===== src/rtl/hazard_pkg.sv =====
// Shared types and helpers for the forwarding / hazard unit.
package hazard_pkg;

  localparam int HZ_REG_W   = 5;
  localparam int HZ_LAT_W   = 4;
  localparam int FW_REGFILE = 0;

  // Scoreboard entry widths follow HZ_REG_W / HZ_LAT_W; top-level REG_W / LAT_W default to these.
  typedef struct packed {
    logic                valid;
    logic [HZ_REG_W-1:0] rd;
    logic [HZ_LAT_W-1:0] cnt;
  } sb_entry_t;

  function automatic int sel_width(input int num_stages);
    return $clog2(num_stages + 1);
  endfunction

endpackage


===== src/rtl/hazard_scoreboard.sv =====
// Tracks destinations of in-flight multi-cycle ops: allocation, countdown, source match, WAW, full.
module hazard_scoreboard
  import hazard_pkg::*;
#(
  parameter int NUM_SRC     = 2,
  parameter int SB_DEPTH    = 4,
  parameter bit ZERO_REG_EN = 1'b1
) (
  input  logic                               clk,
  input  logic                               rst_n,
  input  logic [NUM_SRC-1:0][HZ_REG_W-1:0]   src,
  input  logic                               ml_issue,
  input  logic [HZ_REG_W-1:0]                ml_rd,
  input  logic [HZ_LAT_W-1:0]                ml_lat,
  input  logic                               stall,
  output logic [NUM_SRC-1:0]                 src_busy,
  output logic                               waw,
  output logic                               sb_full
);

  sb_entry_t              sb_q [SB_DEPTH];
  logic [SB_DEPTH-1:0]    vld;
  logic [SB_DEPTH-1:0]    alloc_oh;
  logic                   do_alloc;
  logic [HZ_LAT_W-1:0]    lat_ld;

  always_comb begin
    for (int e = 0; e < SB_DEPTH; e++) vld[e] = sb_q[e].valid;
  end

  assign sb_full = &vld;

  // Only slots free at the start of the cycle are candidates, so a retiring slot is never reused same-cycle.
  always_comb begin
    logic taken;
    taken    = 1'b0;
    alloc_oh = '0;
    for (int e = 0; e < SB_DEPTH; e++) begin
      if (!vld[e] && !taken) begin
        alloc_oh[e] = 1'b1;
        taken       = 1'b1;
      end
    end
  end

  always_comb begin
    src_busy = '0;
    waw      = 1'b0;
    for (int i = 0; i < NUM_SRC; i++) begin
      for (int e = 0; e < SB_DEPTH; e++) begin
        if (vld[e] && sb_q[e].rd == src[i] && !(ZERO_REG_EN && src[i] == '0))
          src_busy[i] = 1'b1;
      end
    end
    for (int e = 0; e < SB_DEPTH; e++) begin
      if (ml_issue && vld[e] && sb_q[e].rd == ml_rd) waw = 1'b1;
    end
  end

  assign lat_ld   = (ml_lat == '0) ? HZ_LAT_W'(1) : ml_lat;
  assign do_alloc = ml_issue && !stall && !sb_full && !(ZERO_REG_EN && ml_rd == '0);

  always_ff @(posedge clk or negedge rst_n) begin
    if (!rst_n) begin
      for (int e = 0; e < SB_DEPTH; e++) sb_q[e] <= '0;
    end else begin
      for (int e = 0; e < SB_DEPTH; e++) begin
        if (do_alloc && alloc_oh[e]) begin
          sb_q[e] <= '{valid: 1'b1, rd: ml_rd, cnt: lat_ld};
        end else if (sb_q[e].valid) begin
          if (sb_q[e].cnt == HZ_LAT_W'(1)) sb_q[e].valid <= 1'b0;
          sb_q[e].cnt <= sb_q[e].cnt - HZ_LAT_W'(1);
        end
      end
    end
  end

endmodule


===== src/rtl/fwd_hazard_unit.sv =====
// Operand forwarding select, load-use / multi-cycle stall generation and stall-cycle counter.
module fwd_hazard_unit
  import hazard_pkg::*;
#(
  parameter int REG_W       = HZ_REG_W,
  parameter int NUM_SRC     = 2,
  parameter int NUM_STAGES  = 2,
  parameter int SB_DEPTH    = 4,
  parameter int LAT_W       = HZ_LAT_W,
  parameter bit ZERO_REG_EN = 1'b1,
  localparam int SEL_W      = sel_width(NUM_STAGES)
) (
  input  logic                        clk,
  input  logic                        rst_n,
  input  logic                        id_ex_valid,
  input  logic [NUM_SRC*REG_W-1:0]    id_ex_src,
  input  logic [NUM_STAGES-1:0]       stg_regwrite,
  input  logic [NUM_STAGES*REG_W-1:0] stg_rd,
  input  logic [NUM_STAGES-1:0]       stg_data_late,
  input  logic                        ml_issue,
  input  logic [REG_W-1:0]            ml_rd,
  input  logic [LAT_W-1:0]            ml_lat,
  input  logic                        cnt_clr,
  output logic [NUM_SRC*SEL_W-1:0]    fw_sel,
  output logic                        stall,
  output logic                        sb_full,
  output logic [15:0]                 stall_cnt
);

  logic [NUM_SRC-1:0][REG_W-1:0]    src;
  logic [NUM_STAGES-1:0][REG_W-1:0] rd_a;
  logic [NUM_SRC-1:0][SEL_W-1:0]    sel_a;
  logic [NUM_SRC-1:0]               load_use;
  logic [NUM_SRC-1:0]               sb_busy;
  logic                             waw;

  assign src    = id_ex_src;
  assign rd_a   = stg_rd;
  assign fw_sel = sel_a;

  // Scan oldest to youngest so the nearest matching stage overrides.
  always_comb begin
    sel_a    = '0;
    load_use = '0;
    for (int i = 0; i < NUM_SRC; i++) begin
      sel_a[i] = SEL_W'(FW_REGFILE);
      for (int k = NUM_STAGES; k >= 1; k--) begin
        if (stg_regwrite[k-1] && rd_a[k-1] == src[i] && !(ZERO_REG_EN && rd_a[k-1] == '0)) begin
          sel_a[i]    = SEL_W'(k);
          load_use[i] = stg_data_late[k-1];
        end
      end
    end
  end

  hazard_scoreboard #(
    .NUM_SRC     (NUM_SRC),
    .SB_DEPTH    (SB_DEPTH),
    .ZERO_REG_EN (ZERO_REG_EN)
  ) u_sb (
    .clk      (clk),
    .rst_n    (rst_n),
    .src      (src),
    .ml_issue (ml_issue),
    .ml_rd    (ml_rd),
    .ml_lat   (ml_lat),
    .stall    (stall),
    .src_busy (sb_busy),
    .waw      (waw),
    .sb_full  (sb_full)
  );

  // Issue-side hazards hold the multi-cycle op upstream even when ID/EX carries a bubble.
  assign stall = (id_ex_valid && (|load_use || |sb_busy)) || (ml_issue && sb_full) || waw;

  always_ff @(posedge clk or negedge rst_n) begin
    if (!rst_n)                          stall_cnt <= '0;
    else if (cnt_clr)                    stall_cnt <= '0;
    else if (stall && stall_cnt != '1)   stall_cnt <= stall_cnt + 16'd1;
  end

endmodule


===== config.mk =====
export PLATFORM = sky130hd
export DESIGN_NAME = fwd_hazard_unit
export DESIGN_NICKNAME = d
export VERILOG_FILES = /design/src/rtl/hazard_pkg.sv /design/src/rtl/hazard_scoreboard.sv /design/src/rtl/fwd_hazard_unit.sv
export SDC_FILE = /design/constraint.sdc
export NUM_CORES = 1
export LEC_CHECK = 0
export CAP_MARGIN = 20
export CORE_MARGIN = 2
export CORE_UTILIZATION = 45
export DETAILED_ROUTE_END_ITERATION = 8
export PLACE_DENSITY = 0.68
export SLEW_MARGIN = 15
export SYNTH_ARGS = -nofsm -noshare
export SYNTH_HDL_FRONTEND = slang
export SYNTH_SLANG_ARGS = --single-unit

===== constraint.sdc =====
create_clock -name clk -period 3.3 [get_ports clk]
set_input_delay 0.66 -clock clk [delete_from_list [all_inputs] [get_ports clk]]
set_output_delay 0.66 -clock clk [all_outputs]
set_load 0.01 [all_outputs]

==> results of run 1 <==
==> worst max-delay path by stage <==
| stage | start | endpoint | slack [ns] | cells past startpoint |
|---|---|---|---|---|
| finish | id_ex_src[5] | stall | 0.02 | 9 |
| global route | id_ex_src[5] | stall | -0.05 | 9 |
| CTS | stg_rd[0] | stall | -0.02 | 9 |
| detailed placement | id_ex_src[9] | stall | -0.54 | 9 |
| global placement | id_ex_src[9] | stall | -0.49 | 9 |
| floorplan | id_ex_src[8] | stall | 0.06 | 9 |
==> cells in the final DEF, fill, tap and decap left out, drive strengths merged, types with 4 or more instances in the layout <==
master	synthesis	final
nand4	7	7
nand3	25	25
clkdlybuf4s50	0	42
clkbuf	9	7
nand2	22	22
dlymetal6s2s	0	7
inv	22	22
dlygate4sd2	0	8
nor3	7	7
xor2	55	55
and2	4	4
o21ai	10	10
buf	20	48
mux2i	5	5
dfrtp	56	56
mux2	22	22
and3	4	4
xnor2	42	42
nor2	23	23
a21oi	6	6
or4	10	10
ha	9	9
o211ai	4	4
a211oi	5	5
nor4	13	13
==> layout make-up <==
cell class                      instances  area [sq um]
Clock buffer                            7          86.3
Multi-Input combinational cell        310          2450
Tap cell                              108           135
Timing Repair Buffer                  105           960
Sequential cell                        56          1400
Inverter                               22          82.6
Fill cell                             774          3550
Clock inverter                          1          7.51
==> metrics by stage <==
| stage | instance area (sq um) | std cells | setup TNS [ns] | utilization [%] | worst slack (ns) |
|---|---|---|---|---|---|
| after CTS | 5020 | 607 | -0.0154 | 57.8 | -0.0154 |
| after global placement | 4910 | 599 | -13.82 | 56.6 | -0.493 |
| after detailed placement | 4910 | 599 | -16.56 | 56.6 | -0.542 |
| final | 5120 | 609 | 0 | 59.0 | 0.0150 |
| after global routing | 5120 | 609 | -0.488 | 59.0 | -0.0498 |
| after floorplan | 4000 | 417 | 0 | - | 0.0629 |
==> repair_timing <==
item	in CTS	in global routing
gates cloned	0	0
gates resized for setup	17	22
setup buffers	0	2
setup endpoints to repair	27	18
pin swaps	3	11
==> Yosys cell counts, types with 3 or more instances <==
library cell  instances
or4_1                10
a21o_1                3
and3_1                4
mux2i_1               5
nand3_1              25
nand4_1               7
ha_1                  9
clkbuf_1              9
buf_2                10
a31oi_1               3
and2_1                4
dfrtp_1              56
mux2_4               10
inv_1                22
a211oi_1              5
buf_4                 8
o211ai_1              4
nand2_1              21
or3_1                 3
o21ai_0               8
nor2b_1               3
nor4_1               13
nor3_1                5
nor2_1               23
a221o_1               3
mux2_2               12
xnor2_1              42
xor2_1               55
a21oi_1               6
==> cells by family after synthesis <==
kind of cell	Yosys count	synth area share, %
simple gates	127	17.1
xor+xnor	97	21.2
flops	56	35.0
buf+inv	51	5.85
compound gates	50	9.60
mux	27	8.38
fa+ha+maj	9	2.81
==> sequential cells by signal (all words and copies together), names as in the netlist <==
register and flops:
stall_cnt 16, u_sb.sb_q 40
==> routing by layer <==
| layer | global-route usage [%] | vias to the layer above | wire length, microns |
|---|---|---|---|
| met5 | 0 | - | 0 |
| met4 | 6.43 | 0 | 187 |
| met3 | 2.93 | 15 | 400 |
| met2 | 38.8 | 76 | 5210 |
| met1 | 27.6 | 1575 | 4470 |
| li1 | - | 1613 | - |
==> power breakdown <==
part | switching [mW] | leakage, nW | total (mW) | internal [mW]
combinational | 0.750 | 1.47 | 1.64 | 0.891
sequential | 0.438 | 0.698 | 1.39 | 0.949
clock | 0.223 | 0.0445 | 0.394 | 0.171
total | 1.41 | 2.21 | 3.42 | 2.01
==> results.sh, run 1 <==
export IMPL_total_power_mw=3.42
export IMPL_endpoint_kind="primary output"
export IMPL_htreeDepth=2
export IMPL_dieArea_sq_um=9660
export IMPL_worst_endpoint_arrival_ns=2.62
export IMPL_r2r_cells=11
export IMPL_drive_gt1_share_pct=19.2
export IMPL_r2r_start="u_sb.sb_q[28]"
export IMPL_ant_nets=0
export IMPL_synth_nets=464
export IMPL_slowest_delay_ns=0.58
export IMPL_num_nets_final=547
export IMPL_yosysTopAreaCell="dfrtp_1"
export IMPL_hold_violations=0
export IMPL_worst_path_buf_inv=2
export IMPL_grt_pass1_vias=3336
export IMPL_routed_wl_mm=10.3
export IMPL_place_gp_congestion=0.858
export IMPL_crit_path_start_kind="primary input"
export IMPL_viasPerCell=5.38
export IMPL_total_leakage_power_nw=2.21
export IMPL_start_util_pct=46.1
export IMPL_synth_top_area_share_pct=35.0
export IMPL_ff2ff_setup_slack_ns=0.51
export IMPL_period_minus_slack_ns=3.28
export IMPL_antenna_found_initial=0
export IMPL_fin_crit_sh_pct=99.5
export IMPL_die_h_microns=98.3
export IMPL_worstMarginPinSlew_ns=0.671
export IMPL_r2r_end="stall_cnt[12]"
export IMPL_cp_slowest_cell="clkdlybuf4s50_1"
export IMPL_synth_edff_count=0
export IMPL_clockRootBuffer="clkbuf_8"
export IMPL_port_buffers=59
export IMPL_cp_max_fo=3
export IMPL_crit_type="in2out"
export IMPL_synth_main_ff_cell="dfrtp_1"
export IMPL_overflow=0
export IMPL_rsz0062_at_grt="true"
export IMPL_slew_violations=0
export IMPL_rows=34
export IMPL_grt_max_degree=57
export IMPL_cts_hold_buffers=0
export IMPL_ys_top_cells_by_area="dfrtp_1, xor2_1, xnor2_1"
export IMPL_async_flop_share_pct=100
export IMPL_drt_pass1_iter_count=4
export IMPL_netlist_instances=417
export IMPL_syn_to_final_growth_pct=28.0
export IMPL_slew_headroom_pct=55.1
export IMPL_yosysSeqAreaShare_pct=35.0
export IMPL_cts_max_path_buffers=2
export IMPL_num_antenna_cells=0
export IMPL_clkTransAtPathRegs_ns=0.10
export IMPL_skew_ns=0.0124
export IMPL_dp_hpwl_mm=7.63
export IMPL_netlist_cell_type_count=48
export IMPL_first_iter_violations=208
export IMPL_worstPathRequired_ns=2.64
export IMPL_fmax_ghz=0.304
export IMPL_grt_use_total_pct=21.8
export IMPL_clock_sinks=56
export IMPL_clk_latency_ns=0.31
export IMPL_cts_tree="done"
export IMPL_worst_hold_path_type="in2async"
export IMPL_yosysWarnings=0
export IMPL_core_sq_um=8680
export IMPL_drc_errors=0
export IMPL_status="complete, no violations"
export IMPL_max_cap_violations=0
export IMPL_vdd_drop_max_v=0.000471
export IMPL_io_pins=60
export IMPL_hold_ws_ns=0.319
export IMPL_cp_top_family="buffers and inverters"
export IMPL_grt_pass1_wl_mm=16.9
export IMPL_synthesis_area_sq_um=4000
export IMPL_num_vias=3279
export IMPL_die_x_microns=98.3
export IMPL_power_density_nw_per_um2=668
export IMPL_avgSynthCellArea_sq_um=9.60
export IMPL_avgRoutedWirePerCell_microns=16.9
export IMPL_finalSetupViolCount=0
export IMPL_cts_buffers=5
export IMPL_synth_seq_cells=56
export IMPL_worstPathCellList="clkdlybuf4s50_1, xnor2_2, nand3_2, nor4_4, nor3_2, o21a_2, o21ai_4, nand2_2, buf_6"
(Power assumes the default switching activity.)
==> run 2, diff against run 1 <==
--- a/config.mk
+++ b/config.mk
@@ -8,6 +8,8 @@
 export CAP_MARGIN = 20
 export CORE_MARGIN = 2
 export CORE_UTILIZATION = 45
+export CTS_BUF_LIST = sky130_fd_sc_hd__clkbuf_16
+export CTS_CLUSTER_SIZE = 30
 export DETAILED_ROUTE_END_ITERATION = 8
 export PLACE_DENSITY = 0.68
 export SLEW_MARGIN = 15
==> run 2 against run 1 <==
Effect of this change: register-to-register slack better by 0.06 ns; worst setup slack better by 0.0085 ns; first-iteration DRC count is 37% lower; sequential power hardly changed; sequential share of layout area is 0.39 points lower; design area is 1.4% higher; global-route usage is 0.11 points lower; flip-flop and latch count stayed put; power is 3.8% higher; die area stayed put.
==> results.sh, run 2 (synthesis results as in run 1) <==
export IMPL_status="complete, no violations"
export IMPL_routed_wl_mm=10.3
export IMPL_cts_max_path_buffers=2
export IMPL_finalSetupViolCount=0
export IMPL_worstMarginPinSlew_ns=0.648
export IMPL_p_int_mw=2.12
export IMPL_p_sw_share_pct=40.2
export IMPL_total_leakage_power_nw=2.26
export IMPL_slew_headroom_pct=56.7
export IMPL_setup_tns_ns=0
export IMPL_clock_sinks=56
export IMPL_p_switching_mw=1.43
export IMPL_worstPathCellList="clkdlybuf4s50_1, xnor2_2, nand3_2, nor4_4, nor3_2, o21a_2, o21ai_4, nand2_2, buf_6"
export IMPL_final_common_cell="dfrtp_1"
export IMPL_worstPathRequired_ns=2.64
export IMPL_syn_to_final_growth_pct=29.9
export IMPL_fin_crit_sh_pct=99.3
export IMPL_dp_hpwl_mm=7.63
export IMPL_p_comb_share_pct=46.6
export IMPL_power_density_nw_per_um2=683
export IMPL_crit_type="in2out"
export IMPL_antenna_found_initial=0
export IMPL_core_sq_um=8680
export IMPL_cp_slowest_cell="clkdlybuf4s50_1"
export IMPL_period_minus_slack_ns=3.28
export IMPL_hold_ws_ns=0.351
export IMPL_die_x_microns=98.3
export IMPL_grt_pass1_vias=3339
export IMPL_drt_pass1_iter_count=4
export IMPL_largest_register="u_sb.sb_q"
export IMPL_clk_latency_ns=0.29
export IMPL_layout_common_cells="dfrtp_1, xor2_1, buf_4"
export IMPL_ant_nets=0
export IMPL_drc_errors=0
export IMPL_cts_tree="done"
export IMPL_slew_violations=0
export IMPL_seqPwrFrac_pct=39.0
export IMPL_port_buffers=59
export IMPL_clockRootBuffer="clkbuf_16"
export IMPL_start_util_pct=46.1
export IMPL_overflow=0
export IMPL_io_pins=60
export IMPL_endpoint_kind="primary output"
export IMPL_worst_endpoint_arrival_ns=2.62
export IMPL_cp_max_fo=3
export IMPL_top_regs="u_sb.sb_q: 40 flops, stall_cnt: 16 flops"
export IMPL_cts_buffers=5
export IMPL_max_cap_violations=0
export IMPL_num_vias=3296
export IMPL_first_iter_violations=132
export IMPL_die_h_microns=98.3
export IMPL_crit_path_start_kind="primary input"
export IMPL_dieArea_sq_um=9660
export IMPL_clkTransAtPathRegs_ns=0.07
export IMPL_worst_hold_path_type="in2async"
export IMPL_viasPerCell=5.39
export IMPL_avgRoutedWirePerCell_microns=16.8
export IMPL_p_clk_share_pct=14.4
export IMPL_fin_cells=611
export IMPL_num_nets_final=549
export IMPL_fmax_ghz=0.305
export IMPL_slowest_delay_ns=0.57
export IMPL_grt_max_degree=57
export IMPL_num_antenna_cells=0
export IMPL_grt_pass1_wl_mm=16.8
export IMPL_rows=34
export IMPL_htreeDepth=2
export IMPL_largest_reg_flops=40
export IMPL_drive_gt1_share_pct=19.3
export IMPL_hold_violations=0
export IMPL_skew_ns=0.00602
export IMPL_numPlacedInstances=599
export IMPL_grt_use_total_pct=21.7
export IMPL_place_gp_congestion=0.858
export IMPL_vdd_drop_max_v=0.000448
run 2: layout make-up:
type                    instances  area [sq um]
fillers                       768          3480
multi-input cells             310          2460
clock buffers                   5           125
well taps                     108           135
repair buffers                107           981
inverters                      22          82.6
flip-flops and latches         56          1400
clock inverters                 3          15.0
run 2: path summary, 6_finish.rpt:
kind                                      end  cells past startpoint  slack [ns]     startpoint
worst max-delay path                    stall                      9        0.02   id_ex_src[5]
worst min-delay path            u_sb.sb_q[15]                      2        0.35          rst_n
worst max register to register  stall_cnt[12]                     11        0.57  u_sb.sb_q[28]
worst min register to register   u_sb.sb_q[1]                      1        0.55   u_sb.sb_q[1]
max in group asynchronous       u_sb.sb_q[13]                      2        2.68          rst_n
min in group clk                 u_sb.sb_q[1]                      1        0.55   u_sb.sb_q[1]
run 2: through the flow:
step / instance area [sq um] / utilization [%] / power (mW) / worst slack [ns]
floorplan: 4000 / - / 2.47 / 0.0629
global placement: 4910 / 56.6 / 2.96 / -0.493
detailed placement: 4910 / 56.6 / 3.02 / -0.542
CTS: 5060 / 58.3 / 3.54 / -0.0154
global route: 5200 / 59.9 / 3.82 / -0.0612
finish: 5200 / 59.9 / 3.55 / 0.0235
run 2: critical path: cells and delay by family:
kind	cells	cell delay (ns)
and+or+nand+nor	4	0.68
xor gates and xnor gates	1	0.14
AOI/OAI and AO/OA	2	0.41
buffers and inverters	2	0.72
run 2: layer usage:
layer / routed length (microns) / up-vias / GRT usage, %
met3: 434 / 15 / 2.93
li1: - / 1618 / -
met1: 4420 / 1584 / 27.4
met2: 5260 / 79 / 38.9
met4: 178 / 0 / 5.90
met5: 0 / - / 0
run 2: repair_timing:
action,CTS,global route
pin swaps,3,11
setup endpoints to repair,35,27
setup buffers,0,4
hold buffers,0,0
gates resized for setup,17,25
run 2: power groups by stage:
stage	logic (mW)	clock network, mW	registers, mW
5_1_grt	1.84	0.553	1.43
2_1_floorplan	1.26	0	1.21
6_report	1.65	0.511	1.39
3_3_place_gp	1.58	0	1.39
3_5_place_dp	1.62	0	1.40
4_1_cts	1.63	0.530	1.38
==> run 3, diff against run 2 <==
--- a/config.mk
+++ b/config.mk
@@ -6,7 +6,8 @@
 export NUM_CORES = 1
 export LEC_CHECK = 0
 export CAP_MARGIN = 20
-export CORE_MARGIN = 2
+export CORE_ASPECT_RATIO = 0.8
+export CORE_MARGIN = 5
 export CORE_UTILIZATION = 45
 export CTS_BUF_LIST = sky130_fd_sc_hd__clkbuf_16
 export CTS_CLUSTER_SIZE = 30
@@ -15,4 +16,5 @@
 export SLEW_MARGIN = 15
 export SYNTH_ARGS = -nofsm -noshare
 export SYNTH_HDL_FRONTEND = slang
+export SYNTH_HIERARCHICAL = 1
 export SYNTH_SLANG_ARGS = --single-unit
==> run 3 against run 2 <==
Effect of this change: critical endpoint is now fw_sel[0]; fmax grew 1.2%; synthesized area rose by 1.8%; synthesized cell count grew 2.2%; global-route usage fell by 0.55 points; largest cell class unchanged; hold slack worse by 0.079 ns; sequential power barely moved; power grew 8.5%; register-to-register slack got worse by 0.10 ns.
==> results.sh, run 3 <==
export IMPL_status="complete, no violations"
export IMPL_power_density_nw_per_um2=709
export IMPL_num_nets_final=574
export IMPL_num_vias=3568
export IMPL_worstMarginPinSlew_ns=0.704
export IMPL_synth_most_common_cell="xor2_1"
export IMPL_overflow=0
export IMPL_core_sq_um=8960
export IMPL_cp_slowest_cell="or4_4"
export IMPL_worst_hold_path_type="in2async"
export IMPL_crit_path_start_kind="primary input"
export IMPL_grt_pass1_vias=3612
export IMPL_hold_violations=0
export IMPL_r2r_start="u_sb/sb_q[25]"
export IMPL_fmax_ghz=0.309
export IMPL_slew_headroom_pct=53.0
export IMPL_final_common_cell="xor2_1"
export IMPL_clk_latency_ns=0.29
export IMPL_slew_violations=0
export IMPL_cts_tree="done"
export IMPL_synth_nets=473
export IMPL_worst_endpoint_arrival_ns=2.58
export IMPL_period_minus_slack_ns=3.24
export IMPL_port_buffers=59
export IMPL_r2r_cells=13
export IMPL_synth_edff_count=0
export IMPL_htreeDepth=2
export IMPL_clockRootBuffer="clkbuf_16"
export IMPL_dieArea_sq_um=11100
export IMPL_die_h_microns=95.1
export IMPL_final_fill_count=760
export IMPL_r2r_end="u_sb/sb_q[7]"
export IMPL_slowest_delay_ns=0.50
export IMPL_skew_ns=0.00845
export IMPL_cts_max_path_buffers=2
export IMPL_clkTransAtPathRegs_ns=0.07
export IMPL_dp_hpwl_mm=8.35
export IMPL_start_util_pct=45.5
export IMPL_post_route_util_pct=60.7
export IMPL_synth_top_area_share_pct=34.4
export IMPL_endpoint_kind="primary output"
export IMPL_synth_main_ff_cell="dfrtp_1"
export IMPL_cp_max_fo=3
export IMPL_max_cap_violations=0
export IMPL_top_regs="u_sb/sb_q: 40 flops, stall_cnt: 16 flops"
export IMPL_avgSynthCellArea_sq_um=9.56
export IMPL_routed_wl_mm=11.3
export IMPL_avgRoutedWirePerCell_microns=17.6
export IMPL_netlist_cell_type_count=55
export IMPL_viasPerCell=5.56
export IMPL_finalSetupViolCount=0
export IMPL_clock_sinks=56
export IMPL_syn_to_final_growth_pct=33.5
export IMPL_async_flop_share_pct=100
export IMPL_fin_crit_sh_pct=98.1
export IMPL_vdd_drop_max_v=0.000401
export IMPL_io_pins=60
export IMPL_ys_top_cells_by_area="dfrtp_1, xor2_1, xnor2_1"
export IMPL_synth_common_cells="xor2_1, dfrtp_1, xnor2_1, nand2_1, a21oi_1"
export IMPL_yosysWarnings=6
export IMPL_yosysSeqAreaShare_pct=34.4
export IMPL_worstPathCellList="clkdlybuf4s50_1, or4_4, o21ai_4, buf_4, nor3_4, buf_4, clkdlybuf4s50_1"
export IMPL_drc_errors=0
export IMPL_setup_tns_ns=0
export IMPL_place_gp_congestion=0.902
export IMPL_grt_pass1_wl_mm=18.5
export IMPL_synth_seq_cells=56
export IMPL_first_iter_violations=198
export IMPL_drt_pass1_iter_count=4
export IMPL_worst_path_buf_inv=4
export IMPL_drive_gt1_share_pct=23.5
export IMPL_grt_use_total_pct=21.2
export IMPL_synthesis_area_sq_um=4070
export IMPL_layout_common_cells="xor2_1, buf_4, dfrtp_1"
export IMPL_rows=31
export IMPL_total_leakage_power_nw=2.45
export IMPL_cp_top_family="buffers and inverters"
export IMPL_grt_max_degree=32
export IMPL_cts_hold_buffers=0
export IMPL_largest_register="u_sb/sb_q"
export IMPL_crit_type="in2out"
export IMPL_ff2ff_setup_slack_ns=0.47
export IMPL_cts_buffers=5
export IMPL_die_x_microns=116
export IMPL_worst_path_stages=7
export IMPL_yosysTopAreaCell="dfrtp_1"
export IMPL_antenna_found_initial=0
export IMPL_ant_nets=0
export IMPL_netlist_instances=426
export IMPL_worstPathRequired_ns=2.64
export IMPL_num_antenna_cells=0
export IMPL_largest_reg_flops=40
run 3: changes by cell type after synthesis, sizes merged, moves of 10 or more:
cell    previous run  this run
nand3             25        15
clkbuf             9        20
a21oi              6        26
inv               22        12
xnor2             42        29
run 3: layout make-up:
type	count	area [sq um]	share of cell area, %
repair buffers	125	1120	20.7
clock buffers	5	125	2.30
well taps	115	144	2.65
clock inverters	2	12.5	0.230
flip-flops and latches	56	1400	25.8
multi-input cells	327	2590	47.6
inverters	12	45.0	0.828
run 3: logic make-up (layout without fill, tap and decap cells):
family                     after synthesis  count (layout)  share of synthesized area, %
muxes                                   28              28                          7.77
xor gates and xnor gates                89              89                          19.1
adders and majority gates                9               9                          2.77
AOI/OAI and AO/OA                       66              66                          11.4
buffers and inverters                   43             144                          4.79
DFF                                     56              56                          34.4
and+or+nand+nor                        135             135                          19.8
run 3: worst max-delay path by stage:
stage,from,end,slack (ns)
after floorplan,id_ex_src[6],u_sb/sb_q[4],0.02
after global placement,id_ex_src[0],stall,-0.50
after detailed placement,id_ex_src[0],stall,-0.53
after CTS,stg_rd[3],fw_sel[3],0.003
after global routing,stg_rd[5],u_sb/sb_q[25],-0.0006
final,stg_rd[3],fw_sel[0],0.06
run 3: per-layer routing:
metal | wire length (microns) | global-route usage, %
met1 | 5070 | 30.2
met2 | 5280 | 32.2
met3 | 830 | 5.52
met4 | 94 | 4.93
met5 | 0 | 0
run 3: timing repair:
action                     4_1_cts  5_1_grt
buffers inserted                 3        3
pin swaps                        8        4
setup endpoints to repair       39       43
resized for setup               41       17
run 3: stage by stage:
step	hold WS, ns	power [mW]	area, sq um	std cells	worst slack [ns]
3_5_place_dp	0.523	3.27	5150	629	-0.534
5_1_grt	0.287	4.16	5440	642	-0.000627
2_1_floorplan	0.364	2.63	4110	426	0.0231
6_report	0.273	3.85	5440	642	0.0619
3_3_place_gp	0.523	3.20	5150	629	-0.497
4_1_cts	0.262	3.84	5370	639	0.00253
run 3: power by group:
part	leakage (nW)	internal [mW]	switching, mW
Sequential	0.691	0.949	0.467
Combinational	1.70	1.03	0.895
Clock	0.0657	0.276	0.237
Total	2.45	2.25	1.60
